$ cat src/rtl/rpn_stack_eval.sv
// RPN evaluator: sole initiator on the stack_ctrl push/pop port; pushes operands, folds operators, pops the result on evaluate.
// Build option: define RPN_MUL_EN to make opcode 2 a multiply; otherwise opcode 2 is an illegal opcode.
module rpn_stack_eval #(
    parameter int IO_WIDTH = 8
) (
    input  logic                clk,
    input  logic                rst_n,
    input  logic                tok_valid,
    output logic                tok_ready,
    input  logic [1:0]          tok_kind,
    input  logic [IO_WIDTH-1:0] tok_data,
    output logic [IO_WIDTH-1:0] result,
    output logic                result_valid,
    output logic                err,
    output logic [1:0]          err_code,
    output logic [IO_WIDTH-1:0] stack_din,
    output logic                stack_push,
    output logic                stack_pop,
    input  logic [IO_WIDTH-1:0] stack_dout,
    input  logic                stack_poped,
    input  logic                stack_full,
    input  logic                stack_empty
);
    typedef enum logic [3:0] {DRAIN, IDLE, PUSH, SETTLE, POP, POPW1, POPW2, EXEC, ERR} state_t;
    typedef enum logic [1:0] {M_DRAIN, M_OPER, M_EVAL} mode_t;

    localparam logic [1:0] K_OPND    = 2'd0;
    localparam logic [1:0] K_OPER    = 2'd1;
    localparam logic [1:0] K_EVAL    = 2'd2;
    localparam logic [1:0] E_UNDER   = 2'd1;
    localparam logic [1:0] E_OVER    = 2'd2;
    localparam logic [1:0] E_ILLEGAL = 2'd3;

    state_t                state, state_nxt;
    mode_t                 mode;
    logic                  pop_a, ack_q, op_legal;
    logic [1:0]            opcode, cause;
    logic [IO_WIDTH-1:0]   opa, opb, alu;

`ifdef RPN_MUL_EN
    assign op_legal = 1'b1;
`else
    assign op_legal = (tok_data[1:0] != 2'd2);
`endif

    always_ff @(posedge clk) begin
        if (!rst_n) state <= DRAIN;
        else        state <= state_nxt;
    end

    always_comb begin
        state_nxt = state;
        cause     = 2'd0;
        case (state)
            DRAIN:  state_nxt = stack_empty ? IDLE : POP;
            IDLE: if (tok_valid) begin
                case (tok_kind)
                    K_OPND: if (stack_full) begin state_nxt = ERR; cause = E_OVER; end
                            else state_nxt = PUSH;
                    K_OPER: if (!op_legal) begin state_nxt = ERR; cause = E_ILLEGAL; end
                            else if (stack_empty) begin state_nxt = ERR; cause = E_UNDER; end
                            else state_nxt = POP;
                    K_EVAL: if (stack_empty) begin state_nxt = ERR; cause = E_UNDER; end
                            else state_nxt = POP;
                    default: begin state_nxt = ERR; cause = E_ILLEGAL; end
                endcase
            end
            PUSH:   state_nxt = SETTLE;
            SETTLE: state_nxt = IDLE;
            POP:    state_nxt = POPW1;
            POPW1:  state_nxt = POPW2;
            POPW2: begin
                case (mode)
                    M_DRAIN: state_nxt = DRAIN;
                    M_EVAL:  state_nxt = IDLE;
                    default: begin
                        // b has just been popped; stack status is settled here for the a-pop check
                        if (pop_a)            state_nxt = EXEC;
                        else if (stack_empty) begin state_nxt = ERR; cause = E_UNDER; end
                        else                  state_nxt = POP;
                    end
                endcase
            end
            EXEC:    state_nxt = PUSH;
            ERR:     state_nxt = ERR;
            default: state_nxt = DRAIN;
        endcase
    end

    always_comb begin
        tok_ready  = (state == IDLE);
        stack_push = (state == PUSH);
        stack_pop  = (state == POP);
        err        = (state == ERR);
    end

    always_comb begin
        alu = '0;
        case (opcode)
            2'd0: alu = opa + opb;
            2'd1: alu = opa - opb;
`ifdef RPN_MUL_EN
            2'd2: alu = opa * opb;
`else
            2'd2: alu = '0;
`endif
            2'd3: alu = opa & opb;
            default: alu = '0;
        endcase
    end

    always_ff @(posedge clk) begin
        if (!rst_n) begin
            mode         <= M_DRAIN;
            pop_a        <= 1'b0;
            ack_q        <= 1'b0;
            opcode       <= 2'd0;
            opa          <= '0;
            opb          <= '0;
            stack_din    <= '0;
            result       <= '0;
            result_valid <= 1'b0;
            err_code     <= 2'd0;
        end else begin
            result_valid <= 1'b0;
            ack_q        <= stack_poped;
            if (state_nxt == ERR && state != ERR) err_code <= cause;
            case (state)
                IDLE: if (tok_valid) begin
                    opcode <= tok_data[1:0];
                    pop_a  <= 1'b0;
                    mode   <= (tok_kind == K_EVAL) ? M_EVAL : M_OPER;
                    if (tok_kind == K_OPND) stack_din <= tok_data;
                end
                POPW2: begin
                    if (mode == M_EVAL) begin
                        result_valid <= 1'b1;
                        if (ack_q) result <= stack_dout;
                    end else if (mode == M_OPER) begin
                        pop_a <= 1'b1;
                        if (ack_q) begin
                            if (pop_a) opa <= stack_dout;
                            else       opb <= stack_dout;
                        end
                    end
                end
                EXEC: stack_din <= alu;
                default: ;
            endcase
        end
    end
endmodule

$ cat config.mk
export PLATFORM = sky130hd
export DESIGN_NAME = rpn_stack_eval
export DESIGN_NICKNAME = d
export VERILOG_FILES = /design/src/rtl/rpn_stack_eval.sv
export SDC_FILE = /design/constraint.sdc
export NUM_CORES = 1
export LEC_CHECK = 0
export ABC_AREA = 1
export CORE_MARGIN = 8
export CORE_UTILIZATION = 49
export CTS_BUF_LIST = sky130_fd_sc_hd__clkbuf_2 sky130_fd_sc_hd__clkbuf_4 sky130_fd_sc_hd__clkbuf_8
export DETAILED_ROUTE_END_ITERATION = 8
export HOLD_SLACK_MARGIN = 0.08
export PLACE_DENSITY = 0.79
export SLEW_MARGIN = 20
export SYNTH_ARGS = -nofsm -noshare
export SYNTH_HDL_FRONTEND = slang
export SYNTH_SLANG_ARGS = --single-unit
$ cat constraint.sdc
create_clock -name clk -period 2.09 [get_ports clk]
set_input_delay 0.418 -clock clk [delete_from_list [all_inputs] [get_ports clk]]
set_output_delay 0.418 -clock clk [all_outputs]
set_load 0.01 [all_outputs]
Word-level counts from Yosys, hierarchy flattened
Cells that the tools add are included.
Widths: inputs -> output; s select.
{"block": "totals", "out_inout_bits": 23, "ff_bits": 45, "wordCells": 80}
{"block": "op_classes", "muxes": 27, "n_eq_ne": 22, "add_sub_neg": 2, "n_reduce_logical": 15, "n_bitwise": 3}
{"operator": "$pmux 4 s9", "n": 1}
{"operator": "$pmux 8 s4", "n": 1}
{"operator": "$mux 4", "n": 5}
{"operator": "$eq 4x3->1 const B", "n": 4}
{"operator": "$mux 8", "n": 2}
{"operator": "$pmux 8 s2", "n": 1}
{"operator": "$mux 2", "n": 6}
{"operator": "$pmux 4 s3", "n": 1}
{"operator": "$reduce_and 5->1", "n": 2}
{"operator": "$add 8x8->8", "n": 1}
{"operator": "$and 8x8->8", "n": 1}
{"operator": "$eq 2x2->1 const B", "n": 4}
{"operator": "$eq 4x2->1 const B", "n": 2}
{"operator": "$eq 4x4->1 const B", "n": 2}
{"operator": "$ne 2x2->1 const B", "n": 4}
{"operator": "$pmux 4 s2", "n": 1}
{"operator": "$sub 8x8->8", "n": 1}
{"operator": "$eq 2x1->1 const B", "n": 3}
{"operator": "$logic_not 2->1", "n": 3}
{"operator": "$pmux 2 s3", "n": 1}
{"operator": "$reduce_and 3->1", "n": 2}
{"operator": "$mux 1", "n": 5}
{"operator": "$eq 4x1->1 const B", "n": 1}
{"operator": "$logic_not 4->1", "n": 1}
{"operator": "11 further kinds", "n": 14}

Longest topological paths before layout
Gate-level depths: netlist of run 1.
{"block": "logic_depth", "ltp_word": 7, "ltp_mapped": 17, "mapped_depth_nobuf": 17}

Least setup slack after synthesis of run 1
OpenSTA, ideal clock, no wires.
{"block": "synth_path", "path_type": "flip-flop to flip-flop", "startpoint": "reg opb[0]", "endpoint": "reg stack_din[6]", "required_ps": 1958, "synth_period_minus_slack_ps": 2134, "setup_time_ps": 132, "arrival_ps": 2002, "path_stages_with_launch": 16, "path_slack_ps": -44, "path_cell_list": "dfxtp_1 inv_1 ha_1 inv_1 o31ai_1 xor2_1 inv_1 ha_1 nand2_1 or2_2 nand3_1 nand2_1 nand3_1 nand2_1 nand2_1 a21oi_1"}
{"block": "synth_between", "elab_chain_cells": 3, "word_cells_on_any_way": 4, "cone_classes": "add/sub (2); mux (2)"}
{"element": "start: declaration", "line": "38", "text": "logic [IO_WIDTH-1:0] opa, opb, alu;"}
{"element": "start signal: assignment", "line": "143", "text": "else opb <= stack_dout;"}
{"element": "$sub 8x8->8 / $add 8x8->8 (equally long branches)", "line": "101, 100"}
{"element": "$pmux 8 s4 (*)", "line": "99", "text": "case (opcode)"}
{"element": "$pmux 8 s2 (*)", "line": "128", "text": "case (state)"}
{"element": "end signal: assignment", "line": "133", "text": "if (tok_kind == K_OPND) stack_din <= tok_data;"}
{"element": "end signal: assignment", "line": "147", "text": "EXEC: stack_din <= alu;"}
{"element": "end: declaration", "line": "16", "text": "output logic [IO_WIDTH-1:0] stack_din,"}
Mark *: on every way between the ends. The rest lies on a longest branch, timed or not.
A chain may end at the register's enable or synchronous reset.

Worst setup path after layout of run 1
{"block": "layout_path", "startpoint": "reg opb[1]", "endpoint": "reg stack_din[5]"}
The elaborated chain is that of the path after synthesis.

==> results of run 1 <==
[synthesized netlist by cell type]
| library cell | number | area share |
|---|---|---|
| xor2_1 | 5 | 0.018 |
| clkbuf_1 | 3 | 0.0046 |
| buf_1 | 1 | 0.0015 |
| inv_1 | 38 | 0.058 |
| nor2_8 | 1 | 0.0081 |
| nand3_4 | 2 | 0.014 |
| nand2_2 | 1 | 0.0025 |
| buf_4 | 2 | 0.0061 |
| nor2_1 | 55 | 0.084 |
| buf_6 | 1 | 0.0046 |
| o211ai_1 | 1 | 0.0030 |
| nand3_1 | 22 | 0.045 |
| o21ai_1 | 24 | 0.049 |
| o31ai_1 | 1 | 0.0030 |
| nor3_4 | 1 | 0.0066 |
| or2_2 | 3 | 0.0076 |
| ha_1 | 9 | 0.046 |
| a32o_1 | 1 | 0.0041 |
| a31oi_1 | 8 | 0.020 |
| inv_2 | 7 | 0.011 |
| o21ai_0 | 18 | 0.037 |
| a211oi_1 | 2 | 0.0061 |
| nor2_2 | 1 | 0.0025 |
| inv_4 | 1 | 0.0025 |
| nand4_1 | 3 | 0.0076 |
| dfxtp_1 | 45 | 0.37 |
| nor3_1 | 2 | 0.0041 |
| xnor2_1 | 1 | 0.0036 |
| nand3_2 | 2 | 0.0081 |
| fa_1 | 1 | 0.0081 |
| a21oi_1 | 34 | 0.069 |
| nand2_1 | 56 | 0.085 |
| a21oi_4 | 1 | 0.0066 |
[worst max path at each step]
stage,endpoint,slack [ns],cells past startpoint
6_report,stack_din[5]$_SDFFE_PN0P_,-0.12,16
4_1_cts,stack_din[6]$_SDFFE_PN0P_,-0.005,15
3_5_place_dp,stack_din[6]$_SDFFE_PN0P_,-0.06,15
3_3_place_gp,stack_din[6]$_SDFFE_PN0P_,-0.02,15
2_1_floorplan,stack_din[6]$_SDFFE_PN0P_,0.01,14
5_1_grt,stack_din[7]$_SDFFE_PN0P_,-0.23,14
[critical path: stages, from the launching register on]
cell and delay [ns]:
dfxtp_2 0.34, inv_2 0.05, ha_4 0.16, buf_4 0.13
inv_4 0.06, nand2_2 0.06, xor2_1 0.16, ha_1 0.35
a21oi_2 0.17, nand2_2 0.10, nand2_1 0.08, nand2_1 0.06
nand2_1 0.06, nand2_1 0.04, o21ai_1 0.13, nand2_1 0.08
a21oi_2 0.12
[layer usage]
metal / GRT usage / up-vias
met4: 0.08138 / 0
met3: 0.03774 / 12
li1: - / 1311
met2: 0.3130 / 69
met5: 0 / -
met1: 0.2000 / 1146
[through the flow]
stage / TNS (ns) / total power [mW] / setup slack, ns / cells / hold WS, ns
final: -0.3204 / 1.965 / -0.1209 / 494 / 0.4663
after global routing: -0.9416 / 2.040 / -0.2331 / 494 / 0.4961
after CTS: -0.004860 / 1.958 / -0.004860 / 492 / 0.4731
after detailed placement: -0.09104 / 1.272 / -0.06399 / 483 / 0.4619
after global placement: -0.01862 / 1.264 / -0.01862 / 483 / 0.4523
after floorplan: 0 / 1.119 / 0.01492 / 353 / 0.4497
[state kept, by name, summed over array words and instances, names as in the netlist, 2 cells and up]
signal	cells
result	8
err_code	2
opcode	2
opa	8
mode	2
opb	8
stack_din	8
state	4
[what timing repair did]
item / in CTS / in global routing
pin swaps: 7 / 18
buffers inserted: 1 / 2
endpoints found under the setup margin: 4 / 10
resized for setup: 17 / 34
hold endpoints to repair: 0 / 0
[placed cells by master (no fill, tap or decap), types with 2 or more instances in the layout]
master / Yosys / layout
ha_1: 9 / 5
nand3_2: 2 / 4
a21oi_4: 1 / 3
nor2_2: 1 / 5
nand2_2: 1 / 10
a21oi_2: 0 / 6
nand2_1: 56 / 46
nand3_4: 2 / 2
inv_4: 1 / 2
a211oi_1: 2 / 2
inv_2: 7 / 10
clkbuf_8: 0 / 6
clkdlybuf4s50_1: 0 / 45
buf_6: 1 / 2
nand4_1: 3 / 3
inv_1: 38 / 34
a31oi_1: 8 / 8
dfxtp_2: 0 / 4
buf_4: 2 / 22
xor2_1: 5 / 5
nor2_1: 55 / 51
dfxtp_1: 45 / 41
or2_2: 3 / 2
o21ai_0: 18 / 14
ha_4: 0 / 4
nor3_1: 2 / 2
o21ai_1: 24 / 28
nand3_1: 22 / 20
a21oi_1: 34 / 26
[logic make-up (layout without fill, tap and decap cells)]
logic type,after synthesis,in the layout,share of synthesized area
AO/OA/AOI/OAI,90,90,0.1973
XOR/XNOR,6,6,0.02130
adder cells (fa/ha/maj),10,10,0.05375
buffers and inverters,53,124,0.08773
flip-flops,45,45,0.3651
AND/OR/NAND/NOR,149,149,0.2749
[cell type report]
type	count	area [um2]	area share
inverter	46	177.7	0.05141
multi-input combinational	255	1514	0.4381
clock inverter	2	37.54	0.01086
tap	70	87.58	0.02534
clock buffer	6	82.58	0.02390
sequential	45	905.9	0.2621
timing repair buffer	70	650.6	0.1883
[power by group through the flow]
stage          clock [mW]  sequential (mW)  combinational [mW]
2_1_floorplan           0            0.946               0.173
3_3_place_gp            0            0.944               0.320
3_5_place_dp            0            0.946               0.326
4_1_cts             0.701            0.927               0.330
5_1_grt             0.730            0.937               0.372
6_report            0.695            0.932               0.338
==> impl_results.md, run 1 <==
* Layout Nets at 457
* Sequential share of power at 0.474
* Worst-path fanout max at 5
* Top layer in use: met4
* Leakage power at around 1.5 nW
* Worst reg2reg setup slack at -0.12 ns
* Clock power frac at 0.354
* Antenna Nets Post-Route at 0
* Max clock buf depth at 2
* Synth unique cells at 33
* HP Start: err_code[1]$_SDFFE_PN0P_
* Met1 WL at between 3000 and 4000 um
* DRC viols at 0
* Wire per inst at 13.71 um
* Layout cells sized above 1 at 0.2123
* Final wirelength at 6775 um
* Initial antenna violation count at 0
* Clock tree from TritonCTS: yes
* Hpwl dp at between 4000 and 5000 um
* DR vias/cell at 5.138
* Type of origin of the critical path: flop
* Metal3 WL at 328 um
* Combinational power share at 0.172
* Register area share after synthesis at 0.3651
* Sw power at 0.5261 mW
* Critical setup path kind: flop to flop
* Max cap viols at 0
* Slew @ Worst Pin at 0.4747 ns
* Min-Delay Path Class: flop to flop
* Max-slew violations at 0
* IO buf count at 46
* H-tree lvl count at 2
* Vias in the first global route at 2456
* Vias at about 2500
* Post-Syn Area per Cell at 6.990 um2
* Fin crit share at 1.058
* Ports at 47
* RR Startpoint: opb[1]$_SDFFE_PN0P_
* Pint at between 1 and 1.5 mW
* RSZ-0062 raised after global routing: true
* Final Util at 0.6943
* Final setup viols at 5
* CTS clock-pin slew for the worst setup and hold paths at 0.09 ns
* Hold depth at 2
* Seq cells post-synth at 45
* Worst slew margin at 0.6811
* Max IR drop VDD at 456.5 uV
* Reg2Reg Capture Point: stack_din[5]$_SDFFE_PN0P_
* Slack of the critical path at -0.1209 ns
* Power density cells at about 570 mW/mm2
* Die area at 0.007562 mm2
* Status: complete, but fails checks
* Placed cell areas at between 0.003 and 0.004 mm2
* Pin count of the biggest net entering global routing at 18
* Worst Path Required at 2.34 ns
* Routed wl met2 at 3240 um
* Failing checks: negative setup slack
* Final hold vios at 0
* Fin area at 0.003456 mm2
* Initial core utilization at 0.4957
* Fill count at 411
* Cell area after synthesis at 0.002467 mm2
* Fin crit period at 2.211 ns
* N_diodes at 0
* Crit. End Element: flop
* Die W at slightly below 90 um
* Initial DRC count at approximately 150
* R2R depth at 16
* Clock latency on the worst-skew pair at 0.30 ns
* Worst Hold Endpoint: err_code[1]$_SDFFE_PN0P_
* Fmax at 452.3 MHz
* CP startpoint: opb[1]$_SDFFE_PN0P_
* Grt total ovfl at 0
* Iteration count of the initial detailed-routing pass at 4
* Area Growth Syn to Fin at 40.06%
* Sw frac at 0.2677
* Die height at 86.96 um
* CP arrival at 2.46 ns
* Yosys warns at 0
* Clk_skew at 0.007013 ns
* Post-Synthesis Cells at between 300 and 400
* Placeable core area at 0.004977 mm2
* CTS buffer count at 5
* Row Count at 26
* Clk sinks at 45
* First-pass GRT wire length at about 11000 um
* GRT Overall Usage at 0.1780
* Root buffer cell: clkbuf_8
* Mapped Nets at a little under 400
* Cts hold-fix bufs at 0
* Final Wtd Congestion at 0.8975
Note: power is estimated with default switching activity, not from simulation.
==> run 2: changes to the inputs <==
CORE_UTILIZATION = 47   (was 49)
CTS_BUF_LIST = sky130_fd_sc_hd__clkbuf_4 sky130_fd_sc_hd__clkbuf_8 sky130_fd_sc_hd__clkbuf_16   (was sky130_fd_sc_hd__clkbuf_2 sky130_fd_sc_hd__clkbuf_4 sky130_fd_sc_hd__clkbuf_8)
PLACE_DENSITY = 0.83   (was 0.79)
==> run 2 against run 1 <==
The flow still finishes with violations (negative setup slack). Routed wire length increased by 11%. Sequential share of layout area about the same. Count of clock-buffer cells in the layout decreased by 1. Maximum frequency increased by 4.0%. Die area increased by 3.5%. Sequential power about the same. Combinational power increased by 1%. Global-route usage increased by 0.37 points. Cell count decreased by 0.81%. Register-to-register slack improved by 0.08 ns. Worst hold slack improved by 0.019 ns. Critical path type unchanged. Critical endpoint is now stack_din[7]$_SDFFE_PN0P_. Largest cell class unchanged. Largest power group unchanged. Highest routed layer unchanged.
==> impl_results.md, run 2 (synthesis gave the netlist of run 1 again) <==
* GRT Overall Usage at 0.1817
* Antenna Nets Post-Route at 0
* Root buffer cell: clkbuf_8
* Clk_skew at 0.006624 ns
* Most frequent cells in the layout: nor2_1, nand2_1, clkdlybuf4s50_1, dfxtp_1, inv_1
* Critical setup path kind: flop to flop
* Slew @ Worst Pin at 0.4699 ns
* Hpwl dp at 5106 um
* Final hold vios at 0
* Initial core utilization at 0.4862
* Max clock buf depth at 2
* Final wirelength at 7545 um
* Max-slew violations at 0
* Crit. End Element: flop
* Ports at 47
* Type of origin of the critical path: flop
* Vias in the first global route at 2538
* DRC viols at 0
* Status: complete, but fails checks
* Layout Nets at 453
* DR vias/cell at 5.400
* Layout cells sized above 1 at 0.2190
* First-pass GRT wire length at 11360 um
* Final setup viols at 4
* Max cap viols at 0
* Leakage power at 1.471 nW
* Row Count at 26
* Clk sinks at 45
* Iteration count of the initial detailed-routing pass at 6
* Final Wtd Congestion at around 0.85
* Worst-path fanout max at 3
* Worst slew margin at 0.6843
* Failing checks: negative setup slack
* IO buf count at 46
* H-tree lvl count at 2
* Final Util at 0.6824
* Crit-path cells: inv_2 -> ha_4 -> nand4_1 -> nand2_1 -> xor2_1 -> inv_1 -> ha_4 -> nand2_4 -> inv_2 -> nand2_2 -> nand2_2 -> a21oi_2 -> nand3_1 -> nand3_1 -> nand2_1 -> nand2_1 -> a21oi_2
* CTS clock-pin slew for the worst setup and hold paths at 0.09 ns
* N_diodes at 0
* Cell mode on critical path: nand2_1
* Slack of the critical path at -0.03669 ns
* Slowest stage delay, CP at 0.34 ns
* CP max stage cell: dfxtp_2
* Max IR drop VDD at 428.3 uV
* Min-Delay Path Class: flop to flop
* Clock latency on the worst-skew pair at about 0.3 ns
* Die area at 0.007824 mm2
* Initial antenna violation count at 0
* Placeable core area at 0.005075 mm2
* Commonest non-fill, non-tap cell in the layout: nor2_1
* Fin crit period at 2.127 ns
* Vias at 2646
* Wire per inst at 15.40 um
* Power density cells at ~600 mW/mm2
* Placed cell areas at ~0.0031 mm2
* Grt total ovfl at 0
* Fin area at 0.003463 mm2
* Pin count of the biggest net entering global routing at 18
* CTS buffer count at 5
* Die height at 88.46 um
* Initial DRC count at about 240
* Fin crit share at 1.018
* RSZ-0062 raised after global routing: true
* Clock tree from TritonCTS: yes
* Worst Path Required at 2.29 ns
* Area Growth Syn to Fin at 40.37%
* Die W at a little under 90 um
* Fmax at 470.2 MHz
* CP arrival at 2.32 ns
==> run 2: changes by cell type in the layout (fill, tap and decap cells not counted), sizes merged <==
cell           delta
buf               -4
bufinv            +1
clkbuf            -1
clkdlybuf4s50     -1
clkinv            +1
clkinvlp          -1
dlymetal6s2s      +1
==> run 2: per-layer routing <==
metal | up-vias | part of all wire | GRT usage
met5 | - | 0 | 0
li1 | 1295 | - | -
met3 | 24 | 0.055 | 0.04828
met4 | 0 | 0.025 | 0.1029
met2 | 100 | 0.49 | 0.2940
met1 | 1227 | 0.43 | 0.2121
==> run 2: critical path, delay by kind of cell, from the launching register on <==
| kind | cells | cell delay [ns] |
|---|---|---|
| AO/OA/AOI/OAI | 2 | 0.15 |
| XOR/XNOR | 1 | 0.18 |
| adder cells (fa/ha/maj) | 2 | 0.40 |
| buffers and inverters | 3 | 0.22 |
| flip-flops | 1 | 0.34 |
| AND/OR/NAND/NOR | 9 | 0.73 |
==> run 2: power by group <==
part | internal (mW) | switching, mW
sequential | 0.893 | 0.0380
combinational | 0.153 | 0.190
clock | 0.475 | 0.313
total | 1.52 | 0.540
==> run 2: final cells by class <==
class	instances	area, um2
flip-flops and latches	45	908.4
multi-input cells	255	1529
clock inverters	3	65.06
fillers	427	1612
repair buffers	66	626.9
clock buffers	5	68.82
well taps	70	87.58
inverters	46	177.7
==> run 2: what timing repair did <==
item,in CTS,in global routing
setup buffers,1,2
endpoints found under the setup margin,6,10
pin swaps,11,29
gates resized for setup,17,43
hold buffers,0,0
==> run 2: final timing paths <==
check,start,cells past startpoint,slack (ns),end
worst max-delay path,opb[1]$_SDFFE_PN0P_,17,-0.04,stack_din[7]$_SDFFE_PN0P_
worst min-delay path,stack_din[4]$_SDFFE_PN0P_,2,0.49,stack_din[4]$_SDFFE_PN0P_
worst max register to register,opb[1]$_SDFFE_PN0P_,17,-0.04,stack_din[7]$_SDFFE_PN0P_
worst min register to register,stack_din[4]$_SDFFE_PN0P_,2,0.49,stack_din[4]$_SDFFE_PN0P_
==> run 2: per-stage QoR <==
stage	setup TNS [ns]	power [mW]	instances	worst slack [ns]	hold slack (ns)
after global routing	-0.6904	2.142	490	-0.1336	0.5074
after detailed placement	-0.2474	1.269	479	-0.08415	0.4679
after global placement	-0.009674	1.260	479	-0.009674	0.4529
final	-0.09824	2.061	490	-0.03669	0.4850
after floorplan	0	1.119	353	0.01492	0.4497
after CTS	-0.09675	2.046	488	-0.04848	0.4814
